$ cat config.mk
export PLATFORM = sky130hd
export DESIGN_NAME = subleq_core
export DESIGN_NICKNAME = d
export VERILOG_FILES = /design/src/rtl/subleq_core.sv
export SDC_FILE = /design/constraint.sdc
export NUM_CORES = 1
export LEC_CHECK = 0
export ABC_CLOCK_PERIOD_IN_PS = 3600
export BUFFER_PORTS_ARGS = -buffer_cell sky130_fd_sc_hd__buf_2
export CORE_ASPECT_RATIO = 1.5
export CORE_MARGIN = 1.5
export CORE_UTILIZATION = 30
export DETAILED_ROUTE_END_ITERATION = 12
export MAX_ROUTING_LAYER = met4
export SKIP_CTS_REPAIR_TIMING = 1
export SLEW_MARGIN = 20
export SYNTH_ARGS = -nofsm -noshare
export SYNTH_HDL_FRONTEND = slang
export SYNTH_SLANG_ARGS = --single-unit
$ cat constraint.sdc
create_clock -name clock -period 3.6 [get_ports clock]
set_clock_uncertainty 0.1 [all_clocks]
set_input_delay 0.18 -clock clock [delete_from_list [all_inputs] [get_ports clock]]
set_output_delay 0.18 -clock clock [all_outputs]
set_load 0.02 [all_outputs]
$ cat src/rtl/subleq_core.sv
// subleq_core: multi-cycle SUBLEQ processor driving one request/response memory port
// Each instruction reads A, B, C at pc..pc+2 and then mem[A] and mem[B]. It writes
// mem[B] - mem[A] back to B, then branches to C when the result is <= 0, else goes to pc+3.
// Ports: clock, rst_n (sync active-low) | run gates instruction start in IDLE
//   mem_req/mem_we/mem_addr/mem_wdata -> request, accepted by mem_ready
//   mem_rvalid/mem_rdata <- read response, at most one read outstanding
//   pc, halted, instr_count -> architectural status
// Optional: define SUBLEQ_HALT_EN to stop the core on a taken branch whose C word is negative.
module subleq_core #(
  parameter int DATA_W = 32,
  parameter int ADDR_W = 16,
  parameter logic [ADDR_W-1:0] RESET_PC = '0
) (
  input  logic              clock,
  input  logic              rst_n,
  input  logic              run,
  output logic              mem_req,
  output logic              mem_we,
  output logic [ADDR_W-1:0] mem_addr,
  output logic [DATA_W-1:0] mem_wdata,
  input  logic              mem_ready,
  input  logic              mem_rvalid,
  input  logic [DATA_W-1:0] mem_rdata,
  output logic [ADDR_W-1:0] pc,
  output logic              halted,
  output logic [31:0]       instr_count
);
  typedef enum logic [3:0] {
    IDLE, REQ_A, WAIT_A, REQ_B, WAIT_B, REQ_C, WAIT_C,
    REQ_MA, WAIT_MA, REQ_MB, WAIT_MB, WRITE, HALTED
  } state_e;
  state_e state_q;
  logic [ADDR_W-1:0] pc_q, a_q, b_q, c_q, pc_d;
  logic [DATA_W-1:0] opa_q, opb_q, diff_d;
  logic [31:0] count_q;
  logic leq_d, halt_d;
  assign diff_d = opb_q - opa_q;
  assign leq_d = diff_d[DATA_W-1] | ~|diff_d;
  assign pc_d = leq_d ? c_q : pc_q + ADDR_W'(3);
`ifdef SUBLEQ_HALT_EN
  logic c_neg_q;
  assign halt_d = leq_d & c_neg_q;
  assign halted = state_q == HALTED;
`else
  assign halt_d = 1'b0;
  assign halted = 1'b0;
`endif
  assign mem_req = state_q inside {REQ_A, REQ_B, REQ_C, REQ_MA, REQ_MB, WRITE};
  assign mem_we = state_q == WRITE;
  assign mem_wdata = mem_we ? diff_d : '0;
  assign mem_addr = state_q == REQ_A  ? pc_q :
                    state_q == REQ_B  ? pc_q + ADDR_W'(1) :
                    state_q == REQ_C  ? pc_q + ADDR_W'(2) :
                    state_q == REQ_MA ? a_q :
                    (state_q == REQ_MB || state_q == WRITE) ? b_q : '0;
  assign pc = pc_q;
  assign instr_count = count_q;
  always_ff @(posedge clock) begin
    if (!rst_n) begin
      state_q <= IDLE;
      pc_q <= RESET_PC;
      a_q <= '0;
      b_q <= '0;
      c_q <= '0;
      opa_q <= '0;
      opb_q <= '0;
      count_q <= '0;
`ifdef SUBLEQ_HALT_EN
      c_neg_q <= 1'b0;
`endif
    end else begin
      case (state_q)
        IDLE:    if (run) state_q <= REQ_A;
        REQ_A:   if (mem_ready) state_q <= WAIT_A;
        REQ_B:   if (mem_ready) state_q <= WAIT_B;
        REQ_C:   if (mem_ready) state_q <= WAIT_C;
        REQ_MA:  if (mem_ready) state_q <= WAIT_MA;
        REQ_MB:  if (mem_ready) state_q <= WAIT_MB;
        WAIT_A:  if (mem_rvalid) begin
          a_q <= mem_rdata[ADDR_W-1:0];
          state_q <= REQ_B;
        end
        WAIT_B:  if (mem_rvalid) begin
          b_q <= mem_rdata[ADDR_W-1:0];
          state_q <= REQ_C;
        end
        WAIT_C:  if (mem_rvalid) begin
          c_q <= mem_rdata[ADDR_W-1:0];
`ifdef SUBLEQ_HALT_EN
          c_neg_q <= mem_rdata[DATA_W-1];
`endif
          state_q <= REQ_MA;
        end
        WAIT_MA: if (mem_rvalid) begin
          opa_q <= mem_rdata;
          state_q <= REQ_MB;
        end
        WAIT_MB: if (mem_rvalid) begin
          opb_q <= mem_rdata;
          state_q <= WRITE;
        end
        WRITE:   if (mem_ready) begin
          // a halting instruction still retires, but pc keeps the address of the halting instruction
          count_q <= count_q + 32'd1;
          if (!halt_d) pc_q <= pc_d;
          state_q <= halt_d ? HALTED : IDLE;
        end
        default: ;
      endcase
    end
  end
endmodule

# After elaboration in Yosys (flattened, before gate mapping)
# Index checks and enable logic that the tools add are counted.
[word_totals]
wordCells = 70
ff_bits = 164
out_inout_bits = 99
[op_classes]
n_mux = 20
bitwise = 1
n_addsub = 5
n_eq_ne = 23
n_reduce_logical = 13
[ops]
columns = ["op", "n"]
rows = [
  ["2-to-1 mux 16 bit", 6],
  ["2-to-1 mux 4 bit", 12],
  ["case mux 4 bit (12 select lines)", 1],
  ["adder 16 x 2 -> 16 bit (second input constant)", 2],
  ["adder 32 x 1 -> 32 bit (second input constant)", 1],
  ["2-to-1 mux 32 bit", 1],
  ["OR reduction 32 bit", 1],
  ["subtractor 32 bit", 1],
  ["inequality test 2 bit (second input constant)", 11],
  ["adder 16 x 1 -> 16 bit (second input constant)", 1],
  ["== test 4 x 3 -> 1 bit (second input constant)", 4],
  ["== test 4 bit (second input constant)", 4],
  ["AND reduction 13 bit", 1],
  ["AND reduction 2 bit", 6],
  ["nonzero test 12 bit", 1],
  ["== test 4 x 2 -> 1 bit (second input constant)", 2],
  ["nonzero test 6 bit", 1],
  ["== test 4 x 1 -> 1 bit (second input constant)", 1],
  ["zero test 4 bit", 1],
  ["inequality test 2 x 1 -> 1 bit (second input constant)", 1],
  ["zero test 1 bit", 1],
  ["logical OR 1 bit", 1],
  ["bitwise OR 1 bit", 1],
]

# Depth between registers and ports, before layout
[logic_depth]
word_depth = 7
mapped_depth = 17
ltp_nobuf = 15

# Worst setup path after synthesis
# No wires, ideal clock.
[synth_timing]
kind = "reg-to-reg"
from = "register opb_q[0]"
to = "register pc_q[6], in the netlist pc[6]"
required_ns = 3.380
arrival_ns = 3.238
slack_ns = 0.141
path_stages_with_launch = 18
period_less_slack_ns = 3.459
path_cell_list = "dfxtp_1 -> inv_1 -> ha_1 -> inv_1 -> fa_1 -> a211oi_2 -> nor2_1 -> o31a_1 -> nor2_2 -> xnor2_1 -> or4b_1 -> nor4_2 -> nand4_2 -> and2_4 -> buf_6 -> buf_6 -> a32oi_1 -> nand2_1"
[synth_via]
elab_chain_len = 5
[synth_lines]
columns = ["item", "line", "text"]
rows = [
  ["from (decl)", "34", "logic [DATA_W-1:0] opa_q, opb_q, diff_d;"],
  ["from (signal assigned)", "99", "opb_q <= mem_rdata;"],
  ["subtractor 32 bit (*)", "37", "assign diff_d = opb_q - opa_q;"],
  ["OR reduction 32 bit", "38", "assign leq_d = diff_d[DATA_W-1] | ~|diff_d;"],
  ["zero test 1 bit", "38", ""],
  ["bitwise OR 1 bit (*)", "38", ""],
  ["2-to-1 mux 16 bit (*)", "39", "assign pc_d = leq_d ? c_q : pc_q + ADDR_W'(3);"],
  ["to (signal assigned)", "105", "if (!halt_d) pc_q <= pc_d;"],
  ["to (decl)", "33", "logic [ADDR_W-1:0] pc_q, a_q, b_q, c_q, pc_d;"],
]
# Mark *: on every way between the ends. The rest lies on a longest branch, timed or not.
# A chain may end at the register's enable or synchronous reset.

# Final worst setup path
[layout_timing]
from = "register opa_q[1]"
to = "register pc_q[12], in the netlist pc[12]"
[layout_via]
elab_chain_len = 5
[layout_lines]
columns = ["item", "line", "text"]
rows = [
  ["from (decl)", "34", ""],
  ["from (signal assigned)", "95", "opa_q <= mem_rdata;"],
  ["subtractor 32 bit (*)", "37", ""],
  ["OR reduction 32 bit", "38", ""],
  ["zero test 1 bit", "38", ""],
  ["bitwise OR 1 bit (*)", "38", ""],
  ["2-to-1 mux 16 bit (*)", "39", ""],
]
# Marked as above.

==> impl_metrics.json <==
{
  "netlist_top_cells_area": "dfxtp_1, nand2_1, a21oi_1",
  "wire_per_inst_um": 17.7,
  "path_max_fanout": 12,
  "vias_per_cell": 5.26,
  "cp-end-kind": "register",
  "place_congestion": 0.953,
  "ys_ff_latch": 164,
  "via_count": 10800,
  "violations": "setup timing",
  "final_area_um2": 13100,
  "dr_wl_met2_um": 18900,
  "ioPinCount": 136,
  "die_w_um": 152,
  "cts.sink_count": 164,
  "core_region_area_um2": 32700,
  "die_area_um2": 34500,
  "rsz0062_at_grt": "yes",
  "tritoncts": "done",
  "p_per_area_nw_per_um2": 314,
  "ys_dominant_reg_cell": "dfxtp_1",
  "nFillCells": 3459,
  "dr.max_layer_used": "met4",
  "synth_area_per_cell_um2": 7.11,
  "start_kind": "register",
  "finalNonFillerCells": 2062,
  "finalHoldViolations": 0,
  "period_needed_ns": 3.73,
  "num_rows": 81,
  "clk_pin_slew_ns": 0.07,
  "grt_usage_pct": 21.2,
  "drtPass1Iterations": 5,
  "maxSlewHeadroom_pct": 43.5,
  "hp-start": "mem_ready",
  "diodes": 0,
  "grt_first_pass_wirelength_um": 56400,
  "yosys_warnings": 0,
  "antenna_left": 0,
  "cts_buffers": 17,
  "cp.arrival_ns": 3.94,
  "placed_cell_area_um2": 11800,
  "clockBufferDepth": 2,
  "numPlacedInstances": 1993,
  "overflow": 0,
  "min_period_over_period_pct": 103,
  "ys_seq_area_share_pct": 32.8,
  "worstMarginPinSlew_ns": 0.846,
  "max_freq_mhz": 268,
  "drt-total-wl_um": 36400,
  "dr_wl_met3_um": 1720,
  "grt_max_degree": 97,
  "route.detailed.drc": 0,
  "final.setup.worst_slack_ns": -0.125,
  "drt_iter0_drc": 660,
  "start_util_pct": 30.5,
  "num-nets-final": 1709,
  "portBuffers": 134,
  "most-common-layout-cells": "nand2_1, a21oi_1, dfxtp_1",
  "cts_root_buf": "clkbuf_16",
  "antenna_found_initial": 0,
  "hpwl_um": 26800,
  "synth_largest_area_cell": "dfxtp_1",
  "p_leak_uw": 0.00533,
  "cts_max_level": 4,
  "grt_pass1_vias": 10400,
  "outcome": "finished with violations",
  "mostFrequentLayoutCell": "nand2_1",
  "met1_length_um": 14600,
  "vdd_drop_max_mv": 0.307,
  "setup_viol": 16,
  "areaGrowthSynthToFinish_pct": 30.5,
  "drive_above_1_share_pct": 21.9,
  "r2r-start": "opa_q[1]",
  "synth_cell_types": 77,
  "syn_area_um2": 10000,
  "synth-edff-count": 0,
  "clock_latency_ns": 0.45,
  "dieHeight_um": 227,
  "maxSlewViolCount": 0,
  "post-route-util_pct": 39.9,
  "cap_violations": 0,
  "hold_path.class": "in -> reg",
  "pre_cts_slack_ns": -0.352,
  "required_ns": 3.82,
  "crit_start": "opa_q[1]",
  "synth_nets": 1482,
  "worstSetupPathType": "reg -> reg",
  "reg2reg_depth": 14,
  "synthCells": 1407,
  "async_flop_share_pct": 0,
  "worstHoldPathCells": 3,
  "yosys.area.top_type_share_pct": 32.8
}
## stage by stage
stage	hold slack, ns	total power (uW)	TNS [ns]
global route	0.0130	4260	-3.90
CTS	-0.147	4110	-4.94
detailed placement	0.341	2120	-4.20
global placement	0.334	2120	-3.81
floorplan	0.216	2020	0
finish	0.0267	4100	-1.31
## state kept, by name, indices dropped and copies added (netlist names)
signal / cells
a_q: 16
b_q: 16
c_q: 16
instr_count: 32
opa_q: 32
opb_q: 32
pc: 16
state_q: 4
## critical path: stages, from the launching register on
cell and delay, ns:
dfxtp_2 0.33, inv_1 0.06, ha_1 0.28, nor2b_1 0.15, o31a_1 0.37, buf_6 0.16, o211a_4 0.26, or4_1 0.46
o211ai_1 0.13, nand2_1 0.13, nor4_4 0.34, nand4_4 0.23, and2_2 0.37, o21ai_1 0.11, o221ai_1 0.11
## final timing paths
check | end | slack [ns]
max | pc[12] | -0.13
min | state_q[0] | 0.03
max reg2reg | pc[12] | -0.13
min reg2reg | a_q[4] | 0.35
## routing by layer
metal,GRT usage (%),up-vias
met4,8.05,0
met2,38.0,308
met3,3.78,75
li1,-,5340
met1,23.4,5118
met5,-,-
## cells by family (layout without fill, tap and decap cells)
kind of cell,Yosys count,count (layout),share of synthesized area (%)
xor gates and xnor gates,62,62,5.43
buffers and inverters,143,381,5.72
other,1,1,0.0375
and+or+nand+nor,627,629,27.8
adders and majority gates,38,38,4.83
muxes,5,5,0.576
DFF,164,164,32.8
AOI/OAI and AO/OA,367,367,22.7
## report_power, final
group          switching (uW)  internal [uW]  leakage, uW  total [uW]
sequential               8.11           1820      0.00132        1830
combinational             190            101      0.00370         291
clock                     867           1110     0.000305        1980
total                    1070           3040      0.00533        4100
## layout make-up
type / instances / area [um2] / area share [%]
clock inverters: 15 / 199 / 1.52
well taps: 415 / 519 / 3.98
repair buffers: 300 / 2030 / 15.6
flip-flops and latches: 164 / 3290 / 25.2
inverters: 49 / 186 / 1.43
clock buffers: 17 / 425 / 3.26
multi-input cells: 1102 / 6400 / 49.0
## synth_stat cells, drive strengths merged, types with 3 or more instances
cell type,count
dfxtp,164
nand3,52
or4,4
nand2,323
ha,37
a21oi,175
inv,47
clkbuf,79
a31oi,7
and3,17
a2111oi,3
nor2,118
o22a,4
o31a,3
o22ai,3
a21o,17
a22o,9
o311ai,5
a41oi,5
o21ai,55
nand4,25
nor4b,4
and2,15
xor2,33
nor3,24
a32o,4
buf,15
nor2b,10
a22oi,7
xnor2,29
o21a,15
o221ai,10
a21boi,4
or3,9
o211ai,12
o31ai,6
nor4,9
mux2,3
a211oi,8
o21bai,3
nand2b,5
(Power assumes the default switching activity.)
